`config.mk`:
```
export PLATFORM = sky130hd
export DESIGN_NAME = pipe_stage_skid
export DESIGN_NICKNAME = d
export VERILOG_FILES = /design/src/rtl/pipe_stage_skid.sv
export SDC_FILE = /design/constraint.sdc
export NUM_CORES = 1
export LEC_CHECK = 0
export CAP_MARGIN = 20
export CELL_PAD_IN_SITES_DETAIL_PLACEMENT = 1
export CELL_PAD_IN_SITES_GLOBAL_PLACEMENT = 1
export CORE_MARGIN = 10
export CORE_UTILIZATION = 40
export CTS_CLUSTER_SIZE = 10
export DETAILED_ROUTE_END_ITERATION = 8
export PLACE_DENSITY_LB_ADDON = 0.05
export SLEW_MARGIN = 30
export SYNTH_ARGS = -nofsm -noshare
export SYNTH_HDL_FRONTEND = slang
export SYNTH_SLANG_ARGS = --single-unit
export TNS_END_PERCENT = 50
```
`constraint.sdc`:
```
create_clock -name clk -period 2.91 [get_ports clk]
set_input_delay 0.4365 -clock clk [delete_from_list [all_inputs] [get_ports clk]]
set_output_delay 0.4365 -clock clk [all_outputs]
set_load 0.03 [all_outputs]
```
`src/rtl/pipe_stage_skid.sv`:
```
// pipe_stage_skid: parametrised pipeline stage register with a 2-entry skid buffer.
//
// Carries NUM_FIELDS packed fields of DATA_W bits between two CPU stages using a
// valid/ready handshake. in_ready is decoded from the state register alone, so the
// upstream stage never sees a combinational path from out_ready. A synchronous flush
// kills everything held (bubble insertion); a saturating counter records cycles in
// which downstream was ready but this stage had nothing to offer.
//
// Ports:
//   clk         clock, rising edge
//   reset       asynchronous active-low reset
//   flush       synchronous kill of all held entries, drops in_data that cycle
//   in_valid    upstream holds a valid bundle
//   in_ready    stage can accept (registered)
//   in_data     upstream bundle, field k = in_data[k*DATA_W +: DATA_W]
//   out_valid   out_data is a valid bundle
//   out_ready   downstream accepts this cycle
//   out_data    bundle to downstream, all-zero when empty
//   occupancy   entries held: 0, 1 or 2
//   bubble_cnt  saturating count of cycles with out_ready=1 and out_valid=0

module pipe_stage_skid #(
  parameter int unsigned DATA_W       = 32,
  parameter int unsigned NUM_FIELDS   = 4,
  parameter int unsigned BUBBLE_CNT_W = 16
) (
  input  logic                         clk,
  input  logic                         reset,
  input  logic                         flush,
  input  logic                         in_valid,
  output logic                         in_ready,
  input  logic [NUM_FIELDS*DATA_W-1:0] in_data,
  output logic                         out_valid,
  input  logic                         out_ready,
  output logic [NUM_FIELDS*DATA_W-1:0] out_data,
  output logic [1:0]                   occupancy,
  output logic [BUBBLE_CNT_W-1:0]      bubble_cnt
);

  localparam int unsigned BundleW = NUM_FIELDS * DATA_W;

  typedef enum logic [1:0] {StEmpty, StOne, StFull} state_e;

  state_e                  state_q, state_d;
  logic [BundleW-1:0]      main_q, main_d;
  logic [BundleW-1:0]      skid_q, skid_d;
  logic [BUBBLE_CNT_W-1:0] bubble_cnt_q, bubble_cnt_d;

  logic accept;
  logic drain;

  // Outputs depend only on registers.
  assign in_ready  = (state_q != StFull);
  assign out_valid = (state_q != StEmpty);
  assign out_data  = main_q;

  assign accept = in_valid & in_ready & ~flush;
  assign drain  = out_valid & out_ready;

  always_comb begin
    unique case (state_q)
      StOne:   occupancy = 2'd1;
      StFull:  occupancy = 2'd2;
      default: occupancy = 2'd0;
    endcase
  end

  always_comb begin
    state_d = state_q;
    main_d  = main_q;
    skid_d  = skid_q;
    if (flush) begin
      // All-zero bundle decodes as a NOP downstream.
      state_d = StEmpty;
      main_d  = '0;
      skid_d  = '0;
    end else begin
      unique case (state_q)
        StEmpty: begin
          if (accept) begin
            state_d = StOne;
            main_d  = in_data;
          end
        end
        StOne: begin
          if (accept && drain) begin
            main_d = in_data;
          end else if (accept) begin
            state_d = StFull;
            skid_d  = in_data;
          end else if (drain) begin
            state_d = StEmpty;
            main_d  = '0;
          end
        end
        StFull: begin
          // Skid always drains after main to keep FIFO order.
          if (drain) begin
            state_d = StOne;
            main_d  = skid_q;
            skid_d  = '0;
          end
        end
        default: begin
          state_d = StEmpty;
          main_d  = '0;
          skid_d  = '0;
        end
      endcase
    end
  end

  // Counts in flush cycles too; sticks at all-ones until reset.
  always_comb begin
    bubble_cnt_d = bubble_cnt_q;
    if (out_ready && !out_valid && !(&bubble_cnt_q)) begin
      bubble_cnt_d = bubble_cnt_q + 1'b1;
    end
  end

  assign bubble_cnt = bubble_cnt_q;

  always_ff @(posedge clk or negedge reset) begin
    if (!reset) begin
      state_q      <= StEmpty;
      main_q       <= '0;
      skid_q       <= '0;
      bubble_cnt_q <= '0;
    end else begin
      state_q      <= state_d;
      main_q       <= main_d;
      skid_q       <= skid_d;
      bubble_cnt_q <= bubble_cnt_d;
    end
  end

endmodule
```
==> impl_metrics.env, run 1 <==
export IMPL_synth_seq_area_share_pct=53.3
export IMPL_clkTransAtPathRegs_ns=0.05
export IMPL_period_share_pct=93.9
export IMPL_die_height_um=199
export IMPL_syn_avg_cell_area_um2=10.7
export IMPL_max_freq_mhz=366
export IMPL_synthFlopType="dfrtp_1"
export IMPL_ys_ff_latch=274
export IMPL_synth_nets=1338
export IMPL_vias_per_cell=5.47
export IMPL_ioPinCount=281
export IMPL_synth_top_family_by_area="compound AO/OA/AOI/OAI gates"
export IMPL_grt_usage_pct=21.0
export IMPL_fp_coreArea_um2=31600
export IMPL_cts_resized=0
export IMPL_powerDensity_nw_per_um2=604
export IMPL_die_area_um2=39700
export IMPL_dpl_cell_area_um2=16200
export IMPL_drtAntennaViolNets=0
export IMPL_nets=1589
export IMPL_rsz0062_at_grt="false"
export IMPL_yosys_area_share_simple_pct=8.32
export IMPL_power_share_sequential_pct=41.2
export IMPL_period_minus_slack_ns=2.73
export IMPL_end_kind="output pin"
export IMPL_dp_cells=1819
export IMPL_htreeDepth=2
export IMPL_dp_hpwl_mm=26.2
export IMPL_setup_violations=0
export IMPL_grt_pass1_wl_mm=65.9
export IMPL_ys_types=43
export IMPL_arrival_ns=2.30
export IMPL_regArea_um2=6860
export IMPL_worst_ep_required_time_ns=2.47
export IMPL_synth_compound_area_share_pct=15.7
export IMPL_status="finished clean"
export IMPL_critPathLaunchType="flip-flop"
export IMPL_yosys_mux_area_fraction_pct=14.7
export IMPL_hold_violations=0
export IMPL_dr_pass1_iters=4
export IMPL_max_cap_violations=0
export IMPL_p_clk_share_pct=39.7
export IMPL_wl_mm=41.8
export IMPL_synth_cells=1204
export IMPL_drc=0
export IMPL_initial_utilization_pct=40.6
export IMPL_intPower_w=0.00745
export IMPL_clock_sinks=274
export IMPL_setup_slack_ns=0.178
export IMPL_rows=65
export IMPL_p_total_w=0.0104
export IMPL_cts_buffers=35
export IMPL_synthAdderAreaFrac_pct=0.0973
export IMPL_yosysWarningCount=0
export IMPL_synth_xor_area_share_pct=0.749
export IMPL_insertion_delay_ns=0.50
export IMPL_power_leakage_nw=7.33
export IMPL_grt_ovfl_total=0
export IMPL_holdCritPathClass="in -> async"
export IMPL_skew_ns=0.00919
export IMPL_sw_frac_of_total_pct=28.6
export IMPL_antenna_found_initial=8
export IMPL_stdcell_count=1877
export IMPL_areaGrowthSynthToFinish_pct=34.4
export IMPL_setup_tns_ns=0
export IMPL_combPwrFrac_pct=19.0
export IMPL_nFillCells=3369
export IMPL_routedWlPerCell_um=22.3
export IMPL_synth_edf_count=0
export IMPL_p_switching_w=0.00299
export IMPL_drive_gt1_share_pct=6.19
export IMPL_finalInstanceArea_um2=17300
export IMPL_synthArstFlopShare_pct=100
export IMPL_cts_tree="built"
export IMPL_die_w_um=199
export IMPL_gp_congestion=0.769
export IMPL_clk_path_buf_depth=3
export IMPL_clockRootBuffer="clkbuf_16"
export IMPL_multi_input_area_um2=5140
export IMPL_max_slew_margin_rel_pct=59.7
export IMPL_grt_pass1_vias=11100
export IMPL_grt_start_max_net_pins=87
export IMPL_slew_violations=0
export IMPL_port_buffers=280
export IMPL_vias=10300
export IMPL_path_max_fanout=13
export IMPL_pre_cts_slack_ns=0.509
export IMPL_netlist_area_um2=12900
export IMPL_drt_iter0_drc=378
export IMPL_worstMarginPinSlew_ns=0.604
export IMPL_irDropWorstVdd_uv=313
export IMPL_worst_setup_path_type="reg -> out"
worst max-delay path, stage by stage (launching register included):
cell	delay, ns
dfrtp_4	0.48
nor2b_4	0.52
clkdlybuf4s50_1	0.79
layout make-up:
class                           count  share of cell area [%]
Clock inverter                      1                   0.174
Antenna cell                        4                  0.0579
Clock buffer                       52                    6.09
Tap cell                          402                    2.91
Multi-Input combinational cell    706                    29.8
Sequential cell                   274                    39.7
Timing Repair Buffer              307                    18.5
Inverter                          131                    2.85
layer usage:
layer,vias to the layer above,track usage [%],share of wire (%)
li1,4668,-,-
met1,5348,27.8,45
met2,211,33.3,47
met3,39,6.16,6.8
met4,8,4.21,1.2
met5,-,0,0.15
final timing paths:
path / startpoint / end / slack [ns] / cells after the start
worst max register to register: state_q[1] / skid_q[116] / 0.82 / 5
worst min-delay path: reset / skid_q[67] / 0.48 / 2
max in group asynchronous: reset / out_data[114] / 1.58 / 3
min in group clk: out_data[34] / out_data[34] / 0.48 / 1
worst max-delay path: state_q[1] / occupancy[1] / 0.18 / 2
worst min register to register: out_data[34] / out_data[34] / 0.48 / 1
synthesized netlist by cell type (2+ instances only):
cell | count | area, um2
dfrtp_1 | 274 | 6860
mux2i_1 | 185 | 1850
nand2_1 | 133 | 499
inv_1 | 130 | 488
o2bb2ai_1 | 128 | 1120
a22oi_1 | 71 | 533
nor2_1 | 65 | 244
a21oi_1 | 64 | 320
buf_2 | 55 | 275
clkbuf_1 | 30 | 113
buf_1 | 7 | 26.3
xor2_1 | 7 | 61.3
nand4_1 | 6 | 37.5
nand3_1 | 5 | 25.0
and3_1 | 4 | 25.0
xnor2_1 | 4 | 35.0
nor2b_1 | 3 | 18.8
nor3_1 | 3 | 15.0
nor4_1 | 2 | 12.5
nor4_4 | 2 | 42.5
nor4b_1 | 2 | 17.5
o22a_1 | 2 | 17.5
or3b_1 | 2 | 17.5
sequential cells by signal, indices dropped and copies added, names as in the netlist:
| name | count |
|---|---|
| bubble_cnt | 16 |
| skid_q | 128 |
| state_q | 2 |
| out_data | 128 |
stage by stage:
stage | utilization, % | hold WS [ns]
2_1_floorplan | - | 0.141
3_3_place_gp | 51.1 | 0.409
3_5_place_dp | 51.1 | 0.408
4_1_cts | 54.6 | 0.477
5_1_grt | 54.6 | 0.497
6_report | 54.6 | 0.480
power groups by stage:
stage	Combinational (W)	Clock (W)	Sequential (W)
6_report	0.00199	0.00415	0.00431
3_3_place_gp	0.00197	0	0.00436
5_1_grt	0.00215	0.00444	0.00434
3_5_place_dp	0.00201	0	0.00436
2_1_floorplan	0.000713	0	0.00465
4_1_cts	0.00203	0.00426	0.00430
cell usage in the layout (no fill, tap or decap), types with 37 or more instances in the layout:
cell type,Yosys,routed
clkbuf_16,0,37
dfrtp_1,274,272
a21oi_1,64,63
nand2_1,133,133
o2bb2ai_1,128,128
clkdlybuf4s50_1,0,279
inv_1,130,130
mux2i_1,185,185
a22oi_1,71,71
nor2_1,65,62
kinds of logic (layout without fill, tap and decap cells):
| kind of cell | count (synthesis) | count (layout) |
|---|---|---|
| buffers and inverters | 224 | 491 |
| AOI/OAI and AO/OA | 268 | 268 |
| other | 0 | 4 |
| adders and majority gates | 1 | 1 |
| DFF | 274 | 274 |
| and+or+nand+nor | 238 | 238 |
| muxes | 188 | 188 |
| xor gates and xnor gates | 11 | 11 |
what timing repair did:
item | 4_1_cts | 5_1_grt
hold buffers | 1 | 0
setup endpoints to repair | 0 | 0
hold endpoints to repair | 51 | 0
buffers inserted | 0 | 0
No activity file was read; power rests on OpenSTA's default activity.
==> inputs of run 2 (changes only) <==
--- a/config.mk
+++ b/config.mk
@@ -8,8 +8,10 @@
 export CAP_MARGIN = 20
 export CELL_PAD_IN_SITES_DETAIL_PLACEMENT = 1
 export CELL_PAD_IN_SITES_GLOBAL_PLACEMENT = 1
+export CORE_ASPECT_RATIO = 1.1
 export CORE_MARGIN = 10
 export CORE_UTILIZATION = 40
+export CTS_BUF_LIST = sky130_fd_sc_hd__clkbuf_4
 export CTS_CLUSTER_SIZE = 10
 export DETAILED_ROUTE_END_ITERATION = 8
 export PLACE_DENSITY_LB_ADDON = 0.05
==> run 2 against run 1 <==
Compared with the run above:
- register-to-register slack got worse by 0.25 ns
- combinational power decreased by 2%
- sequential cell count unchanged
- clock power decreased by 17%
- worst hold slack got worse by 0.21 ns
- first-iteration DRC count increased by 26%
- maximum frequency increased by 3.6%
- clock skew increased by 0.026 ns
- sequential share of layout area increased by 0.36 points
==> impl_metrics.env, run 2 (synthesized netlist as in run 1, its figures left out) <==
export IMPL_grt_start_max_net_pins=71
export IMPL_fp_coreArea_um2=31600
export IMPL_max_freq_mhz=379
export IMPL_setup_slack_ns=0.272
export IMPL_clk_path_buf_depth=3
export IMPL_routedWlPerCell_um=20.8
export IMPL_r2r_end="out_data[74]"
export IMPL_clockRootBuffer="clkbuf_4"
export IMPL_drt_iter0_drc=477
export IMPL_die_area_um2=39700
export IMPL_arrival_ns=2.20
export IMPL_antenna_found_initial=8
export IMPL_grt_usage_pct=20.6
export IMPL_htreeDepth=3
export IMPL_setup_violations=0
export IMPL_vias_per_cell=5.31
export IMPL_timing_hold_ws_ns=0.272
export IMPL_worstReg2RegStart="state_q[1]"
export IMPL_drive_gt1_share_pct=10.5
export IMPL_rows=68
export IMPL_regArea_um2=6860
export IMPL_multi_input_area_um2=5140
export IMPL_wl_mm=41.2
export IMPL_clock_sinks=274
export IMPL_die_height_um=208
export IMPL_cts_setup_buffers=0
export IMPL_end_kind="output pin"
export IMPL_nFillCells=3420
export IMPL_dp_cells=1840
export IMPL_worst_setup_path_type="reg -> out"
export IMPL_vias=10500
export IMPL_skew_ns=0.0347
export IMPL_clkTransAtPathRegs_ns=0.06
export IMPL_irDropWorstVdd_uv=271
export IMPL_cts_tree="built"
export IMPL_insertion_delay_ns=0.72
export IMPL_slew_violations=0
export IMPL_drc=0
export IMPL_worstMarginPinSlew_ns=0.864
export IMPL_hold_violations=0
export IMPL_ioPinCount=281
export IMPL_dpl_cell_area_um2=16200
export IMPL_areaGrowthSynthToFinish_pct=33.2
export IMPL_stdcell_count=1975
export IMPL_layout_commonest_cell="clkdlybuf4s50_1"
export IMPL_grt_pass1_wl_mm=66.1
export IMPL_worst_ep_required_time_ns=2.47
export IMPL_finalInstanceArea_um2=17100
export IMPL_max_slew_margin_rel_pct=42.4
export IMPL_power_leakage_nw=7.37
export IMPL_rr_worst_depth=4
export IMPL_drtAntennaViolNets=0
export IMPL_path_max_fanout=12
export IMPL_grt_ovfl_total=0
export IMPL_rsz0062_at_grt="false"
export IMPL_die_w_um=191
export IMPL_critPathLaunchType="flip-flop"
export IMPL_port_buffers=280
export IMPL_cts_buffers=77
export IMPL_powerDensity_nw_per_um2=567
export IMPL_initial_utilization_pct=40.7
export IMPL_final_cell_mix="clkdlybuf4s50_1 (275), dfrtp_1 (272), mux2i_1 (185), nand2_1 (133), inv_1 (130)"
export IMPL_period_minus_slack_ns=2.64
export IMPL_holdCritPathClass="in -> async"
export IMPL_setup_tns_ns=0
export IMPL_grt_pass1_vias=11500
export IMPL_r2r_slack_ns=0.57
export IMPL_dp_hpwl_mm=26.5
export IMPL_dr_pass1_iters=5
export IMPL_pre_cts_slack_ns=0.460
export IMPL_gp_congestion=0.797
export IMPL_nets=1634
export IMPL_max_cap_violations=0
export IMPL_period_share_pct=90.7
export IMPL_status="finished clean"
[run 2: stage by stage]
step / utilization, % / total power [W]
after floorplan: - / 0.00536
after global placement: 51.3 / 0.00632
after detailed placement: 51.3 / 0.00636
after CTS: 54.2 / 0.00989
after global routing: 54.2 / 0.0103
final: 54.3 / 0.00971
[run 2: cell type report]
class | instances | share of cell area [%]
timing repair buffer | 310 | 18.5
clock buffer | 109 | 4.78
antenna | 6 | 0.0877
inverter | 131 | 2.87
tap | 420 | 3.07
multi-input combinational | 706 | 30.0
sequential | 274 | 40.1
clock inverter | 19 | 0.577
[run 2: worst max path at each step]
stage / startpoint / endpoint / slack [ns] / cells after the start
2_1_floorplan: bubble_cnt[0] / bubble_cnt[2] / 0.85 / 5
6_report: state_q[0] / out_valid / 0.27 / 3
5_1_grt: state_q[1] / occupancy[1] / 0.15 / 2
4_1_cts: state_q[1] / occupancy[0] / 0.009 / 3
3_5_place_dp: out_ready / out_data[101] / 0.46 / 7
3_3_place_gp: out_ready / out_data[101] / 0.51 / 7
[run 2: worst max-delay path, stage by stage (launching register included)]
cell and delay [ns]:
dfrtp_2 0.59, buf_4 0.28, or2_1 0.14, dlygate4sd2_1 0.50
[run 2: layer usage]
layer  vias to the layer above  share of wire, %  track usage [%]
met1                      5367                44             26.2
met4                         8               1.6             6.09
met3                        60               6.5             6.47
li1                       4816                 -                -
met5                         -              0.12                0
met2                       244                48             32.9
[run 2: timing repair]
action / CTS / global route
endpoints found under the hold margin: 48 / 0
endpoints found under the setup margin: 3 / 1
resized for setup: 3 / 1
hold buffers: 1 / 0
[run 2: power breakdown]
part / internal, W / switching (W) / total, W
Sequential: 0.00407 / 0.000240 / 0.00431
Combinational: 0.000815 / 0.00113 / 0.00195
Clock: 0.00180 / 0.00165 / 0.00345
